## src/rtl/icon_overlay_pkg.sv

```systemverilog
// +----------------------------------------------------------------------------+
// | icon_overlay_pkg : shared types and helpers for the icon overlay source     |
// | Rev 1.0                                                                    |
// +----------------------------------------------------------------------------+
`default_nettype none

package icon_overlay_pkg;

  // Skin state: SKIN_OFF disables the overlay, SKIN_k selects ROM skin k.
  typedef enum logic [2:0] {
    SKIN_OFF = 3'd0,
    SKIN_0   = 3'd1,
    SKIN_1   = 3'd2,
    SKIN_2   = 3'd3,
    SKIN_3   = 3'd4,
    SKIN_4   = 3'd5,
    SKIN_5   = 3'd6,
    SKIN_6   = 3'd7
  } skin_e;

  localparam int PIPE_LAT = 2;

  function automatic int calc_addr_w(input int n, input int w, input int h);
    return $clog2(n * w * h);
  endfunction

endpackage

`default_nettype wire

```

## src/rtl/icon_skin_rom.sv

```systemverilog
// +----------------------------------------------------------------------------+
// | icon_skin_rom : single-port synchronous ROM holding every skin back to back |
// | Rev 1.0                                                                    |
// +----------------------------------------------------------------------------+
`default_nettype none

module icon_skin_rom #(
  parameter int          DEPTH      = 10000,
  parameter int          DW         = 24,
  parameter int          AW         = 14,
  parameter logic [DW-1:0] TRANSP_KEY = '0
) (
  input  logic          clk,
  input  logic          rst_n,
  input  logic [AW-1:0] addr,
  output logic [DW-1:0] q
);

  // Built-in image: an address ramp with the MSB set; every word whose low
  // address bits are 3'b101 is punched out to the transparent key colour.
  function automatic logic [DW-1:0] image_word(input logic [AW-1:0] a);
    logic [DW-1:0] w;
    if (32'(a) >= DEPTH) begin
      w = '0;
    end else if (a[2:0] == 3'd5) begin
      w = TRANSP_KEY;
    end else begin
      w         = DW'(a);
      w[DW-1]   = 1'b1;
    end
    return w;
  endfunction

  always_ff @(posedge clk or negedge rst_n) begin
    if (!rst_n) q <= '0;
    else        q <= image_word(addr);
  end

endmodule

`default_nettype wire

```

## src/rtl/icon_overlay_sel.sv

```systemverilog
// +----------------------------------------------------------------------------+
// | icon_overlay_sel : positioned multi-skin icon source for the overlay mixer  |
// | Option macro: ICON_TRANSPARENT_EN (key-colour pixels report no hit)         |
// | Rev 1.0                                                                    |
// +----------------------------------------------------------------------------+
`default_nettype none

module icon_overlay_sel
  import icon_overlay_pkg::*;
#(
  parameter int            ICON_W     = 50,
  parameter int            ICON_H     = 50,
  parameter int            NUM_SKIN   = 4,
  parameter int            DW         = 24,
  parameter int            XW         = 12,
  parameter logic [DW-1:0] TRANSP_KEY = 24'h000000
) (
  input  logic          clk,
  input  logic          rst_n,
  input  logic [XW-1:0] pixel_x,
  input  logic [XW-1:0] pixel_y,
  input  logic          de,
  input  logic [XW-1:0] pos_x,
  input  logic [XW-1:0] pos_y,
  input  logic          key,
  output logic [2:0]    skin_sel,
  output logic          hit,
  output logic          de_o,
  output logic [DW-1:0] data_o
);

  localparam int          c_area      = ICON_W * ICON_H;
  localparam int          c_addr_w    = calc_addr_w(NUM_SKIN, ICON_W, ICON_H);
  localparam skin_e       c_last_skin = skin_e'(3'(NUM_SKIN));
  localparam logic [XW:0] c_w_lim     = (XW+1)'(ICON_W);
  localparam logic [XW:0] c_h_lim     = (XW+1)'(ICON_H);

  skin_e                r_pending, w_pending_nxt, r_skin, w_skin;
  logic [XW-1:0]        r_x0, r_y0, w_x0, w_y0;
  logic                 w_fs, w_in_win;
  logic [XW:0]          w_dx, w_dy;
  logic [c_addr_w-1:0]  w_addr, r_addr;
  logic                 r_win1, r_win2;
  logic [PIPE_LAT-1:0]  r_de_pipe;
  logic [DW-1:0]        w_rom_q;

  assign w_fs = de && (pixel_x == '0) && (pixel_y == '0);

  always_ff @(posedge clk or negedge rst_n) begin
    if (!rst_n) r_pending <= SKIN_OFF;
    else        r_pending <= w_pending_nxt;
  end

  always_comb begin
    w_pending_nxt = r_pending;
    if (key) begin
      if (r_pending == c_last_skin) w_pending_nxt = SKIN_OFF;
      else                          w_pending_nxt = skin_e'(3'(r_pending) + 3'd1);
    end
  end

  always_ff @(posedge clk or negedge rst_n) begin
    if (!rst_n) begin
      r_skin <= SKIN_OFF;
      r_x0   <= '0;
      r_y0   <= '0;
    end else if (w_fs) begin
      r_skin <= r_pending;
      r_x0   <= pos_x;
      r_y0   <= pos_y;
    end
  end

  // The frame-start pixel itself already belongs to the new frame.
  assign w_skin = w_fs ? r_pending : r_skin;
  assign w_x0   = w_fs ? pos_x     : r_x0;
  assign w_y0   = w_fs ? pos_y     : r_y0;

  // One extra bit makes px < X0 wrap to a huge offset, which fails the compare.
  assign w_dx     = {1'b0, pixel_x} - {1'b0, w_x0};
  assign w_dy     = {1'b0, pixel_y} - {1'b0, w_y0};
  assign w_in_win = de && (w_skin != SKIN_OFF) && (w_dx < c_w_lim) && (w_dy < c_h_lim);
  assign w_addr   = c_addr_w'(32'(3'(w_skin) - 3'd1) * c_area + 32'(w_dy) * ICON_W + 32'(w_dx));

  always_ff @(posedge clk or negedge rst_n) begin
    if (!rst_n) begin
      r_addr    <= '0;
      r_win1    <= 1'b0;
      r_win2    <= 1'b0;
      r_de_pipe <= '0;
    end else begin
      r_addr    <= w_addr;
      r_win1    <= w_in_win;
      r_win2    <= r_win1;
      r_de_pipe <= {r_de_pipe[PIPE_LAT-2:0], de};
    end
  end

  icon_skin_rom #(
    .DEPTH      (NUM_SKIN * c_area),
    .DW         (DW),
    .AW         (c_addr_w),
    .TRANSP_KEY (TRANSP_KEY)
  ) u_rom (
    .clk   (clk),
    .rst_n (rst_n),
    .addr  (r_addr),
    .q     (w_rom_q)
  );

`ifdef ICON_TRANSPARENT_EN
  assign hit = r_win2 && (w_rom_q != TRANSP_KEY);
`else
  assign hit = r_win2;
`endif

  assign data_o   = hit ? w_rom_q : '0;
  assign de_o     = r_de_pipe[PIPE_LAT-1];
  assign skin_sel = 3'(r_skin);

endmodule

`default_nettype wire
```

## config.mk

```make
export PLATFORM = sky130hd
export DESIGN_NAME = icon_overlay_sel
export DESIGN_NICKNAME = d
export VERILOG_FILES = /design/src/rtl/icon_overlay_pkg.sv /design/src/rtl/icon_skin_rom.sv /design/src/rtl/icon_overlay_sel.sv
export SDC_FILE = /design/constraint.sdc
export NUM_CORES = 1
export LEC_CHECK = 0
export ABC_CLOCK_PERIOD_IN_PS = 7800
export CORE_MARGIN = 5
export CORE_UTILIZATION = 50
export DETAILED_ROUTE_END_ITERATION = 10
export HOLD_SLACK_MARGIN = 0.15
export PLACE_DENSITY = 0.74
export SETUP_SLACK_MARGIN = 0.2
export SLEW_MARGIN = 20
export SYNTH_ARGS = -nofsm -noshare
export SYNTH_HDL_FRONTEND = slang
export SYNTH_SLANG_ARGS = --single-unit
export TNS_END_PERCENT = 5
```

## constraint.sdc

```tcl
create_clock -name clk -period 7.8 [get_ports clk]
set_input_delay 2.34 -clock clk [delete_from_list [all_inputs] [get_ports clk]]
set_output_delay 2.34 -clock clk [all_outputs]
set_load 0.01 [all_outputs]
```

Yosys cells after proc, flatten, opt, wreduce, memory -nomap -nowiden
Cells that the tools add are included.
Word-level totals
  bits in registers: 72
  input port bits: 52
  output and inout bits: 29
  logic and storage cells: 37
Cells by class
  $add $sub $neg: 6
  $mul: 2
  $lt $le $gt $ge: 3
  eq/ne operators: 2
  muxes and demuxes: 7
  reduce and logical (&&, ||, !) cells: 8
Operator list (count)
  two-way mux 24 bit: 3
  multiplier 32 x 10 -> 12 bit, second input constant: 1
  < comparator 13 x 6 -> 1 bit, second input constant: 2
  subtractor 12 x 12 -> 13 bit: 2
  logical NOT 12 bit: 2
  two-way mux 12 bit: 2
  adder 14 x 13 -> 14 bit: 1
  adder 14 bit: 1
  >= comparator 14 bit, second input constant: 1
  multiplier 13 x 5 -> 13 bit, second input constant: 1
  equality test 3 bit, second input constant: 2
  two-way mux 3 bit: 2
  logical AND 1 bit: 5
  subtractor 3 x 1 -> 4 bit, second input constant: 1
  adder 3 x 1 -> 3 bit, second input constant: 1
  nonzero test 3 bit: 1

Longest topological paths before layout
  word-level depth: 8
  gate-level depth with buffers: 32
  depth with buffers taken out: 30

By module
From an unflattened synthesis, not the netlist that was laid out.
Second synthesis, totals
  cells, all modules: 580
  area, all modules: 5644.2 um2
By module, submodules not included
  icon_overlay_sel: times used 1, cells each 530, area each 5019.8 um2
  icon_skin_rom: times used 1, cells each 50, area each 624.3 um2

Worst setup path before layout
OpenSTA, ideal clock, no wires.
  path type: input -> register
  from: in pixel_y[5]
  to: reg r_addr[13]
  arrival time: 8.960 ns
  required time: 7.666 ns
  slack: -1.293 ns
  stages on the path: 31
  buffers on the path: 2
  path through: nor4_1 -> nand4_1 -> nor2_4 -> buf_1 -> buf_2 -> mux2i_1 -> ha_1 -> nor2b_1 -> o21a_1 -> or2_2 -> xor2_1 -> ha_1 -> ha_1 -> inv_1 -> fa_1 -> inv_1 -> ha_1 -> a21oi_1 -> o21ai_0 -> a21oi_1 -> o21bai_1 -> a21oi_1 -> xor2_1 -> fa_1 -> xor2_1 -> xnor2_1 -> xnor2_1 -> xnor2_1 -> xnor2_1 -> xnor3_1 -> xnor3_1
Between the ends
  word-level cells in the longest chain between the ends: 7
  elaborated cells on any way between the ends: 12
RTL lines
  start, declared: RTL line icon_overlay_sel.sv:21  | input logic [XW-1:0] pixel_y,
  logical NOT 12 bit: RTL line icon_overlay_sel.sv:47  | assign w_fs = de && (pixel_x == '0) && (pixel_y == '0);
  logical AND 1 bit: RTL line icon_overlay_sel.sv:47
  two-way mux 3 bit or two-way mux 12 bit (tied branches)
  subtractor 3 x 1 -> 4 bit or subtractor 12 x 12 -> 13 bit (tied branches): RTL line icon_overlay_sel.sv:83, icon_overlay_sel.sv:81
  multiplier 32 x 10 -> 12 bit or multiplier 13 x 5 -> 13 bit (tied branches): RTL line icon_overlay_sel.sv:83  | assign w_addr = c_addr_w'(32'(3'(w_skin) - 3'd1) * c_area + 32'(w_dy) * ICON_W + 32'(w_dx));
  adder 14 bit: RTL line icon_overlay_sel.sv:83
  adder 14 x 13 -> 14 bit *: RTL line icon_overlay_sel.sv:83
  net w_addr[13]: RTL line icon_overlay_sel.sv:42  | logic [c_addr_w-1:0] w_addr, r_addr;
  end signal, assigned: RTL line icon_overlay_sel.sv:92  | r_addr <= w_addr;
  end, declared: RTL line icon_overlay_sel.sv:42
Mark *: on every way through the listed nets, which the timed path passes. The rest lies on a longest branch.
A chain may end at the register's enable or synchronous reset.

Worst setup path in the final report
  from: in pixel_x[0]
  to: reg r_addr[13]
Between the ends
  word-level cells in the longest chain between the ends: 8
  elaborated cells on any way between the ends: 13
RTL lines
  start, declared: RTL line icon_overlay_sel.sv:20  | input logic [XW-1:0] pixel_x,
  logical NOT 12 bit: RTL line icon_overlay_sel.sv:47
  logical AND 1 bit (2 in series): RTL line icon_overlay_sel.sv:47
  two-way mux 12 bit
  net w_y0[0]: RTL line icon_overlay_sel.sv:39  | logic [XW-1:0] r_x0, r_y0, w_x0, w_y0;
  subtractor 12 x 12 -> 13 bit: RTL line icon_overlay_sel.sv:81  | assign w_dy = {1'b0, pixel_y} - {1'b0, w_y0};
  multiplier 13 x 5 -> 13 bit: RTL line icon_overlay_sel.sv:83
  adder 14 bit: RTL line icon_overlay_sel.sv:83
  adder 14 x 13 -> 14 bit: RTL line icon_overlay_sel.sv:83
  net w_addr[13]: RTL line icon_overlay_sel.sv:42
The timed path passes the listed nets, and every way through them passes these cells.

==> out/metrics.csv <==
stage,metric,value,unit
final_layout,share of layout cells above drive strength 1,27.97,%
sta,slew at the pin closest to its max-slew limit,826.2,ps
sta,Clock Skews,11.73,ps
logic_synthesis,largest family of logic cells by synthesized area,adder cells,
hold_path,worst min-delay path class,flop to flop,
floorplan,Initial Util,50.35,%
outcome,status,"finished, violations left",
logic_synthesis,adder-cell area share of the yosys netlist,28.35,%
logic_synthesis,Post-Synthesis Cells,590,
grt,met1 GRT Util,27.25,%
grt,GRT Max-Usage Layer,met2,
route,routed vias/inst,5.224,
floorplan,die area,13580,µm²
critical_path,kind of critical path,input port to flop,
route,Avg WL per Cell,16.56,µm
placement,placed cells,900,
logic_synthesis,"Seq/Total Area, Yosys",27.78,%
grt,number of global-route vias before repair,5149,
critical_path,Critical Path Sink Type,flop,
critical_path,CP required,8030,ps
clocking,CTS buffer count,9,
power_and_ir_drop,Peak VDD IR,0.2111,mV
floorplan,CORE AREA,11270,µm²
logic_synthesis,simple-gate share of the synthesized area,12.61,%
critical_path,CP arrival,8690,ps
logic_synthesis,Synth top area share,27.78,%
sta,Worst Hold Slack,349.6,ps
power_and_ir_drop,clock share of power,17.9,%
power_and_ir_drop,Net Sw Power,843.8,µW
sta,fin crit share,108.5,%
logic_synthesis,syn avg cell area,9.619,µm²
logic_synthesis,synthesized area,5675,µm²
sta,Slew Limit Fails,0,
grt,gr usage total,23.16,%
logic_synthesis,post-synthesis compound-gate area fraction,10.12,%
sta,fmax,118.2,MHz
final_layout,fin util,72.07,%
placement,hpwl dp,11.55,mm
power_and_ir_drop,Logic pwr share,62.6,%
hold_path,hold depth,0,
logic_synthesis,post-synthesis xor/xnor area fraction,7.297,%
clocking,insertion delay to the later sink of the worst-skew pair,350,ps
placement,gp weighted congestion,0.9155,
critical_path,R2R depth,24,
clocking,clock buffer depth,2,
logic_synthesis,mux cell area share after synthesis,5.754,%
sta,Fin. Hold Viols,0,
logic_synthesis,"top cells by count, synth","inv_1, ha_1, dfrtp_1",
clocking,CTS tree,done,
logic_synthesis,cell with the most instances after synthesis,inv_1,
final_layout,Antenna diodes,0,
floorplan,I/O pins,81,
route,DR pass1 iterations,5,
floorplan,Die Width,116.5,µm
sta,RSZ-0062 raised after global routing,yes,
logic_synthesis,Synth cell types,49,
final_layout,Synth-to-Final Area Change,43.14,%
clocking,clk sink count,63,
logic_synthesis,Synth Flop Type,dfrtp_1,
power_and_ir_drop,Reg power frac,19.5,%
route,number of routed nets with antenna violations,0,
logic_synthesis,Yosys reg bits,63,
route,1st-iter DRT viols,253,
grt,GR Util met2,39.44,%
logic_synthesis,Synth area leaders,"dfrtp_1, ha_1, fa_1, inv_1, mux2i_1",
placement,Port Buffers,71,
floorplan,Die Y-Extent,116.5,µm
grt,first-pass GRT wire length,24.11,mm
run,# Max-Cap Violations,0,
sta,min Tclk post-route,8461,ps
grt,largest net degree at the start of global routing,64,
clocking,Worst-path clk slew,60,ps
grt,initial antenna violation count,0,
critical_path,slowest CP cell,fa_2,
outcome,failing checks,setup timing,
route,total number of vias,4874,
final_layout,Non-Filler Instances,933,
logic_synthesis,"EDFF count, synth",0,
logic_synthesis,yosys warns,0,
critical_path,Worst setup SP type,input port,
clocking,hold-fix buffers at CTS,0,
power_and_ir_drop,sw frac,37.27,%
power_and_ir_drop,power per cell area,278.7,nW/µm²
placement,pre-CTS setup slack,-1643,ps
sta,slew margin rel.,44.92,%
logic_synthesis,Post-synth ARST share,100.0,%
route,DR DRC count,0,
critical_path,worst-path fanout max,4,
power_and_ir_drop,internal cell power,1420,µW
floorplan,num rows,39,
route,drt total wl,15.45,mm
sta,Setup WS post-layout,-660.6,ps
final_layout,nets@finish,952,
critical_path,critical path's largest stage delay,380,ps
clocking,CTS Root Cell,clkbuf_16,
grt,grt met3 use,3.420,%
power_and_ir_drop,Leak,0.004028,µW
sta,Final setup viols,4,
grt,total grt overflow,0,
clocking,H-tree levels,3,
logic_synthesis,Synth area leader,dfrtp_1,
## timing repair
item / in CTS / in global routing
buffers inserted: 12 / 7
gates resized for setup: 124 / 32
pin swaps: 47 / 37
setup endpoints to repair: 8 / 6
## state kept, by name (all words and copies together) (netlist names)
| register | count |
|---|---|
| r_pending | 3 |
| r_x0 | 12 |
| hit | 1 |
| r_de_pipe | 2 |
| skin_sel | 3 |
| r_win1 | 1 |
| r_y0 | 12 |
| u_rom.q | 15 |
| r_addr | 14 |
## worst paths after layout
check / startpoint / end / slack, ps
min: r_de_pipe[0] / r_de_pipe[1] / 350
max reg2reg: r_y0[0] / r_addr[13] / 1980
min reg2reg: r_de_pipe[0] / r_de_pipe[1] / 350
max: pixel_x[0] / r_addr[13] / -660
max in group asynchronous: rst_n / hit / 5070
min in group asynchronous: rst_n / r_y0[6] / 2170
## critical path, delay by kind of cell
family,cells,cell delay (ps)
buffers and inverters,3,530
AND/OR/NAND/NOR,3,600
adder cells (fa/ha/maj),7,2240
XOR/XNOR,9,1750
AO/OA/AOI/OAI,6,870
multiplexers,1,360
## area by class of cell
cell class | instances | area (µm²)
tap | 143 | 178.9
fill | 775 | 3148
sequential | 63 | 1577
timing repair buffer | 193 | 1592
inverter | 97 | 364.1
multi-input combinational | 423 | 4126
clock inverter | 4 | 47.55
clock buffer | 10 | 239.0
## metrics by stage
stage	power [µW]	cell area, µm²	TNS [ps]
6_report	2264	8124	-1697
5_1_grt	2425	8124	-2617
4_1_cts	2123	7946	-784.0
3_5_place_dp	1602	7347	-7717
3_3_place_gp	1544	7347	-6363
2_1_floorplan	1207	5798	-899.6
## logic make-up after synthesis
group / after synthesis
AO/OA/AOI/OAI: 95
XOR/XNOR: 42
adder cells (fa/ha/maj): 113
buffers and inverters: 112
flip-flops: 63
multiplexers: 32
other: 1
AND/OR/NAND/NOR: 132
## power by group through the flow
stage                     Combinational (µW)  Sequential (µW)  Clock (µW)
after floorplan                          773              435           0
after global placement                  1100              444           0
after detailed placement                1150              447           0
after CTS                               1270              442         415
after global routing                    1550              451         426
final                                   1420              441         406
## layer usage
metal	up-vias	routed length, µm
met3	59	613
met2	134	7813
met4	0	862
met5	-	0
li1	2336	-
met1	2345	6161
## placed cells by master, fill, tap and decap left out, types with 24 or more instances in the layout
master / instances
and2_1: 29
mux2i_1: 25
ha_1: 72
o21ai_0: 25
inv_1: 90
fa_1: 24
nor2_1: 26
buf_4: 119
clkdlybuf4s50_1: 45
dfrtp_1: 63
Power figures use the tool's default switching activity.
